**src/rtl/mem_port_arbiter.sv**
```systemverilog
// Arbitrates a single-port fixed-latency memory between instruction fetch and data access.
// Data port wins unless fetch has waited through STARVE consecutive data grants.
//
// state  | meaning
// IDLE   | no access outstanding; grant on any pending request
// ACCESS | access issued, counting LAT+1 cycles to completion; may re-grant on the final edge
module mem_port_arbiter #(
   parameter int N      = 32,
   parameter int LAT    = 2,
   parameter int STARVE = 4
) (
   input  logic         clk,
   input  logic         rst,
   input  logic         if_req,
   input  logic [N-1:0] if_addr,
   output logic [N-1:0] if_rdata,
   output logic         if_valid,
   output logic         if_stall,
   input  logic         dm_req,
   input  logic         dm_we,
   input  logic [N-1:0] dm_addr,
   input  logic [N-1:0] dm_wdata,
   output logic [N-1:0] dm_rdata,
   output logic         dm_valid,
   output logic         dm_stall,
   output logic         mem_en,
   output logic         mem_we,
   output logic [N-1:0] mem_addr,
   output logic [N-1:0] mem_wdata,
   input  logic [N-1:0] mem_rdata
);

   localparam int WW = $clog2(LAT + 1);
   localparam int SW = $clog2(STARVE + 1);
   localparam logic [WW-1:0] LAT_W    = WW'(LAT);
   localparam logic [SW-1:0] STARVE_W = SW'(STARVE);

   typedef enum logic {IDLE, ACCESS} state_t;

   state_t        state, state_nx;
   logic [WW-1:0] wait_cnt, wait_nx;
   logic [SW-1:0] starve, starve_nx;
   logic          gnt_dm, gnt_dm_nx;
   logic          gnt_we, gnt_we_nx;
   logic          mem_en_q, mem_en_nx;
   logic          mem_we_q, mem_we_nx;
   logic [N-1:0]  mem_addr_q, mem_addr_nx;
   logic [N-1:0]  mem_wdata_q, mem_wdata_nx;
   logic [N-1:0]  if_rdata_q, dm_rdata_q;
   logic          done, pick_dm, issue;

   always_comb begin
      done    = (state == ACCESS) && (wait_cnt == LAT_W);
      pick_dm = dm_req && !(if_req && (starve == STARVE_W));
      issue   = ((state == IDLE) || done) && (dm_req || if_req);
   end

   always_comb begin
      state_nx     = state;
      wait_nx      = wait_cnt;
      starve_nx    = starve;
      gnt_dm_nx    = gnt_dm;
      gnt_we_nx    = gnt_we;
      mem_en_nx    = 1'b0;
      mem_we_nx    = 1'b0;
      mem_addr_nx  = '0;
      mem_wdata_nx = '0;
      case (state)
         IDLE: begin
            if (issue) begin
               state_nx = ACCESS;
               wait_nx  = '0;
            end
         end
         ACCESS: begin
            wait_nx = wait_cnt + 1'b1;
            if (done) begin
               state_nx = issue ? ACCESS : IDLE;
               wait_nx  = '0;
            end
         end
         default: state_nx = IDLE;
      endcase
      if (issue) begin
         gnt_dm_nx    = pick_dm;
         gnt_we_nx    = pick_dm & dm_we;
         mem_en_nx    = 1'b1;
         mem_we_nx    = pick_dm & dm_we;
         mem_addr_nx  = pick_dm ? dm_addr : if_addr;
         mem_wdata_nx = pick_dm ? dm_wdata : '0;
         if (pick_dm && if_req)
            starve_nx = (starve == STARVE_W) ? starve : starve + 1'b1;
         else
            starve_nx = '0;
      end
   end

   always_ff @(posedge clk) begin
      if (rst) begin
         state       <= IDLE;
         wait_cnt    <= '0;
         starve      <= '0;
         gnt_dm      <= 1'b0;
         gnt_we      <= 1'b0;
         mem_en_q    <= 1'b0;
         mem_we_q    <= 1'b0;
         mem_addr_q  <= '0;
         mem_wdata_q <= '0;
         if_rdata_q  <= '0;
         dm_rdata_q  <= '0;
      end else begin
         state       <= state_nx;
         wait_cnt    <= wait_nx;
         starve      <= starve_nx;
         gnt_dm      <= gnt_dm_nx;
         gnt_we      <= gnt_we_nx;
         mem_en_q    <= mem_en_nx;
         mem_we_q    <= mem_we_nx;
         mem_addr_q  <= mem_addr_nx;
         mem_wdata_q <= mem_wdata_nx;
         if (done && !gnt_we) begin
            if (gnt_dm) dm_rdata_q <= mem_rdata;
            else        if_rdata_q <= mem_rdata;
         end
      end
   end

   // Read data is forwarded during the valid cycle and held afterwards; rst forces every output low.
   assign if_valid  = done & ~gnt_dm & ~rst;
   assign dm_valid  = done & gnt_dm & ~rst;
   assign if_rdata  = if_valid ? mem_rdata : if_rdata_q;
   assign dm_rdata  = (dm_valid & ~gnt_we) ? mem_rdata : dm_rdata_q;
   assign if_stall  = if_req & ~if_valid & ~rst;
   assign dm_stall  = dm_req & ~dm_valid & ~rst;
   assign mem_en    = mem_en_q & ~rst;
   assign mem_we    = mem_we_q & ~rst;
   assign mem_addr  = rst ? '0 : mem_addr_q;
   assign mem_wdata = rst ? '0 : mem_wdata_q;

endmodule

```
**config.mk**
```make
export PLATFORM = sky130hd
export DESIGN_NAME = mem_port_arbiter
export DESIGN_NICKNAME = d
export VERILOG_FILES = /design/src/rtl/mem_port_arbiter.sv
export SDC_FILE = /design/constraint.sdc
export NUM_CORES = 1
export LEC_CHECK = 0
export BUFFER_PORTS_ARGS = -buffer_cell sky130_fd_sc_hd__buf_2
export CAP_MARGIN = 20
export CELL_PAD_IN_SITES_DETAIL_PLACEMENT = 1
export CELL_PAD_IN_SITES_GLOBAL_PLACEMENT = 1
export CORE_ASPECT_RATIO = 0.75
export CORE_MARGIN = 2
export CORE_UTILIZATION = 36
export CTS_CLUSTER_DIAMETER = 30
export DETAILED_ROUTE_END_ITERATION = 12
export GPL_TIMING_DRIVEN = 0
export PLACE_DENSITY_LB_ADDON = 0.1
export SETUP_SLACK_MARGIN = 0.3
export SYNTH_ARGS = -nofsm -noshare
export SYNTH_HDL_FRONTEND = slang
export SYNTH_SLANG_ARGS = --single-unit
```
**constraint.sdc**
```tcl
create_clock -name clk -period 3.5 [get_ports clk]
set_clock_uncertainty 0.1 [all_clocks]
set_input_delay 0.525 -clock clk [delete_from_list [all_inputs] [get_ports clk]]
set_output_delay 0.525 -clock clk [all_outputs]
set_load 0.01 [all_outputs]
```
* Word level (Yosys, flattened, before mapping) *
Cells that the tools add are included.

storage, ports and cells
  output and inout bits = 134
  input port bits = 133
  register bits after elaboration = 138

operators by class
  multiplexer cells = 13
  $add $sub $neg = 2
  reduce and logical (&&, ||, !) cells = 15
  equal/unequal tests = 4
  bitwise logic cells = 20

operators by type and width
  cell                                                           count
  32-bit 2-to-1 mux                                              5
  1-bit AND                                                      12
  1-bit NOT                                                      8
  1-bit logical AND                                              6
  3-bit 2-to-1 mux                                               2
  2-bit AND reduction                                            3
  2-bit 2-to-1 mux                                               2
  2-bit inequality test, second input constant                   2
  2-bit one-hot mux with 2 select lines                          1
  3-bit by 1-bit adder with 3-bit output, second input constant  1
  3-bit == test, second input constant                           1
  3-bit OR reduction                                             1
  2-bit by 1-bit adder with 2-bit output, second input constant  1
  2-bit == test, second input constant                           1
  1-bit zero test                                                2
  1-bit logical OR                                               2
  1-bit 2-to-1 mux                                               2
  1-bit one-hot mux with 2 select lines                          1
  2-bit OR reduction                                             1

* Logic depth before layout (Yosys ltp) *
  depth after elaboration = 7
  gate-level depth with buffers = 9
  gate-level depth less buffers = 6

* Worst setup path after synthesis *
OpenSTA, ideal clock, no wires.

  kind = register to output
  from = register wait_cnt[0]
  to = output dm_rdata[10]
  data arrival time = 1621 ps
  required time = 2875 ps
  slack = 1254 ps
  path buffers = 2
  cell stages (with the launch flop) = 6
  path through = dfxtp_1 -> nand2b_1 -> buf_2 -> nor4_4 -> buf_4 -> mux2_1

between the ends
  word-level cells in the longest chain between the ends = 6

ends and longest elaborated chain
  element                   line  source
  start: declaration        41    logic [WW-1:0] wait_cnt, wait_nx;
  start signal: assignment  113   wait_cnt <= wait_nx;
  2-bit == test             53    done = (state == ACCESS) && (wait_cnt == LAT_W);
  1-bit logical AND         53
  1-bit AND (2 in series)   130   assign dm_valid = done & gnt_dm & ~rst;
  1-bit AND                 132   assign dm_rdata = (dm_valid & ~gnt_we) ? mem_rdata : dm_rdata_q;
  32-bit 2-to-1 mux         132
  end: declaration          23    output logic [N-1:0] dm_rdata,

No other way between the ends.

* Worst setup path in the final report *
  from = register state
  to = output if_rdata[29]

between the ends
  word-level cells in the longest chain between the ends = 4

ends and longest elaborated chain
  element                   line  source
  start: declaration        40    state_t state, state_nx;
  start signal: assignment  112   state <= state_nx;
  1-bit logical AND         53
  1-bit AND (2 in series)   129   assign if_valid = done & ~gnt_dm & ~rst;
  32-bit 2-to-1 mux         131   assign if_rdata = if_valid ? mem_rdata : if_rdata_q;
  end: declaration          16    output logic [N-1:0] if_rdata,

No other way between the ends.

==> flow_summary.json <==
{
  "grt.total_usage_pct": 21.7,
  "worstPathMaxFanout": 10,
  "first_pass_iters": 4,
  "min_path_cells": 2,
  "path_clk_slew_ns": 0.06,
  "drc": 0,
  "die_x_microns": 150,
  "synth_xor_xnor_area_share_pct": 0,
  "synth_flop_cell": "dfxtp_1",
  "postCtsHoldBufs": 0,
  "tritoncts": "built",
  "tightest_slew_ns": 0.566,
  "place_congestion": 0.783,
  "globalRoute.busiestLayer": "met2",
  "power.switching_uw": 831,
  "grt.met1_usage_pct": 25.4,
  "rr_startpoint": "starve[0]$_SDFFE_PP0P_",
  "seqPwrFrac_pct": 43.2,
  "synth_compound_gate_area_share_pct": 11.9,
  "synth_area_leaders": "dfxtp_1 (48%), nand2_1 (8.9%), nor2b_1 (7.2%)",
  "hold_viol": 0,
  "intPower_uw": 2930,
  "worstPathArrival_ns": 2.32,
  "ff2ff_path_depth": 9,
  "p_comb_share_pct": 7.7,
  "rr_endpoint": "mem_wdata_q[15]$_SDFF_PP0_",
  "gr-usage-met2_pct": 37.9,
  "syn2layout_area_growth_pct": 39.1,
  "die_area_sq_um": 16900,
  "ys_seq_area_share_pct": 48.3,
  "synth.top_cells.by_count": "dfxtp_1 (138), nand2_1 (136), a21oi_1 (70), nor2b_1 (66), mux2_2 (36)",
  "vdd_drop_max_uv": 344,
  "syn-num-nets": 758,
  "clock_path_buffers": 2,
  "synthAdderAreaFrac_pct": 0.437,
  "initial_core_util_pct": 37.2,
  "fin_util_pct": 51.8,
  "grt_pass1_wl_microns": 29100,
  "sw_frac_of_total_pct": 22.1,
  "hold_path.class": "in2reg",
  "vias": 5400,
  "max_freq_ghz": 0.339,
  "cts_max_level": 4,
  "min_to": "mem_wdata_q[26]$_SDFF_PP0_",
  "endpoint_kind": "output port",
  "postRouteAntennaNets": 0,
  "die_h_microns": 113,
  "yosys.area_share.simple_pct": 23.0,
  "holdCritStartpoint": "dm_wdata[26]",
  "synth_seq_cells": 138,
  "cp.required_ns": 2.87,
  "synth.most_common_cell": "dfxtp_1",
  "yosys.area.top_type": "dfxtp_1",
  "synth_top_family_by_area": "simple AND/OR/NAND/NOR gates",
  "fp-row-count": 39,
  "ios": 267,
  "fin_setup_tns_ns": 0,
  "cts-root-buf": "clkbuf_16",
  "p_per_area_nw_per_um2": 472,
  "netlist.area_leader.share_pct": 48.3,
  "drive_gt1_share_pct": 38.3,
  "io_buffers": 266,
  "p_leak_uw": 0.00392,
  "wl_per_cell_microns": 16.3,
  "drt_wl_total_microns": 18400,
  "min_period_over_period_pct": 84.2,
  "fin_crit_ns": 2.95,
  "outcome": "finished clean",
  "maxCapViolations": 0,
  "via_per_inst": 4.77,
  "cts.sinks": 138,
  "finalSetupViolCount": 0,
  "core_area_sq_um": 15400,
  "clock_latency_ns": 0.41,
  "dp_hpwl_microns": 13900,
  "final_nets": 1049,
  "maxSlewHeadroom_pct": 62.2,
  "muxShareOfSynthArea_pct": 12.6,
  "drt_iter0_markers": 182,
  "r2r_slack_ns": 1.04,
  "synth_cell_types": 31,
  "rsz0062_at_grt": "no",
  "cts_made_buffers": 17,
  "syn_inst": 623,
  "p_clk_share_pct": 49.1,
  "path_class": "reg2out",
  "netlist_area_sq_um": 5730,
  "first_global_vias": 5767,
  "grt_max_degree": 17,
  "antenna_found_initial": 0,
  "async_flop_share_pct": 0,
  "synth_edf_count": 0,
  "antennaDiodeCount": 0,
  "grt.overflow.total": 0,
  "yosysWarnings": 0,
  "drv_slew": 0,
  "syn_area_per_cell_sq_um": 9.19,
  "startpoint_type": "flip-flop",
  "gr-usage-met3_pct": 7.30
}
through the flow:
stage | std cells | instance area (sq um) | total power [uW] | worst slack, ns | hold WS, ns
after floorplan | 623 | 5730 | 1790 | 1.25 | 0.334
after global placement | 1094 | 7310 | 1930 | 0.740 | 0.338
after detailed placement | 1094 | 7310 | 1950 | 0.766 | 0.347
after CTS | 1125 | 7920 | 3800 | 0.358 | 0.194
after global routing | 1131 | 7970 | 3910 | 0.424 | 0.190
final | 1131 | 7970 | 3760 | 0.553 | 0.209
cell families (layout without fill, tap and decap cells):
family | count (synthesis) | count (layout)
multiplexers | 64 | 64
adder cells (fa/ha/maj) | 2 | 2
AO/OA/AOI/OAI | 108 | 108
flip-flops | 138 | 138
buffers and inverters | 51 | 354
AND/OR/NAND/NOR | 260 | 260
what timing repair did:
item / in CTS / in global routing
setup endpoints to repair: 0 / 50
gates resized for setup: 0 / 0
setup buffers: 0 / 6
worst max path at each step:
| stage | to | slack, ns | from | depth (start not counted) |
|---|---|---|---|---|
| after floorplan | dm_rdata[10] | 1.25 | wait_cnt[0]$_SDFFE_PP0P_ | 5 |
| after global placement | dm_rdata[27] | 0.74 | rst | 5 |
| after detailed placement | if_rdata[29] | 0.77 | rst | 5 |
| after CTS | dm_rdata[13] | 0.36 | wait_cnt[1]$_SDFFE_PP0P_ | 6 |
| after global routing | if_rdata[7] | 0.42 | state$_SDFF_PP0_ | 7 |
| final | if_rdata[29] | 0.55 | state$_SDFF_PP0_ | 7 |
critical path, stage by stage, from the launching register on:
cell	delay, ns
dfxtp_1	0.30
buf_2	0.18
nand2b_1	0.16
nor4b_4	0.30
buf_4	0.18
buf_2	0.27
mux2_2	0.38
buf_2	0.14
state kept, by name (all words and copies together), names as in the netlist:
| signal | count |
|---|---|
| dm_rdata_q | 32 |
| gnt_dm | 1 |
| gnt_we | 1 |
| if_rdata_q | 32 |
| mem_addr_q | 32 |
| mem_en_q | 1 |
| mem_wdata_q | 32 |
| mem_we_q | 1 |
| starve | 3 |
| state | 1 |
| wait_cnt | 2 |
metal layers:
metal / up-vias / share of wire [%]
li1: 2660 / -
met1: 2548 / 42
met2: 171 / 49
met3: 21 / 7.4
met4: 0 / 1.4
met5: - / 0
area by class of cell:
class / instances / area (sq um)
Buffer: 47 / 205
Clock buffer: 25 / 495
Clock inverter: 6 / 111
Fill cell: 1899 / 7410
Inverter: 4 / 15.0
Multi-Input combinational cell: 434 / 2740
Sequential cell: 138 / 2760
Tap cell: 205 / 256
Timing Repair Buffer: 272 / 1380
cells in the final DEF, fill, tap and decap left out, types with 3 or more instances in the layout:
cell / synthesis / layout
mux2_1: 28 / 28
a21oi_1: 70 / 70
inv_1: 4 / 4
clkbuf_1: 28 / 32
clkbuf_16: 0 / 17
bufinv_16: 0 / 3
buf_4: 3 / 9
and2_1: 34 / 34
clkbuf_8: 0 / 4
a22o_1: 33 / 33
nor2b_1: 66 / 66
buf_2: 14 / 280
nand2_1: 136 / 136
nor2_1: 7 / 7
nor3_1: 3 / 3
mux2_2: 36 / 36
dfxtp_1: 138 / 138
power by group through the flow:
stage	registers, uW	clock network [uW]	logic [uW]
5_1_grt	1630	1960	324
3_3_place_gp	1650	0	280
6_report	1620	1850	290
2_1_floorplan	1650	0	135
3_5_place_dp	1660	0	291
4_1_cts	1620	1890	293
Power figures use the tool's default switching activity.
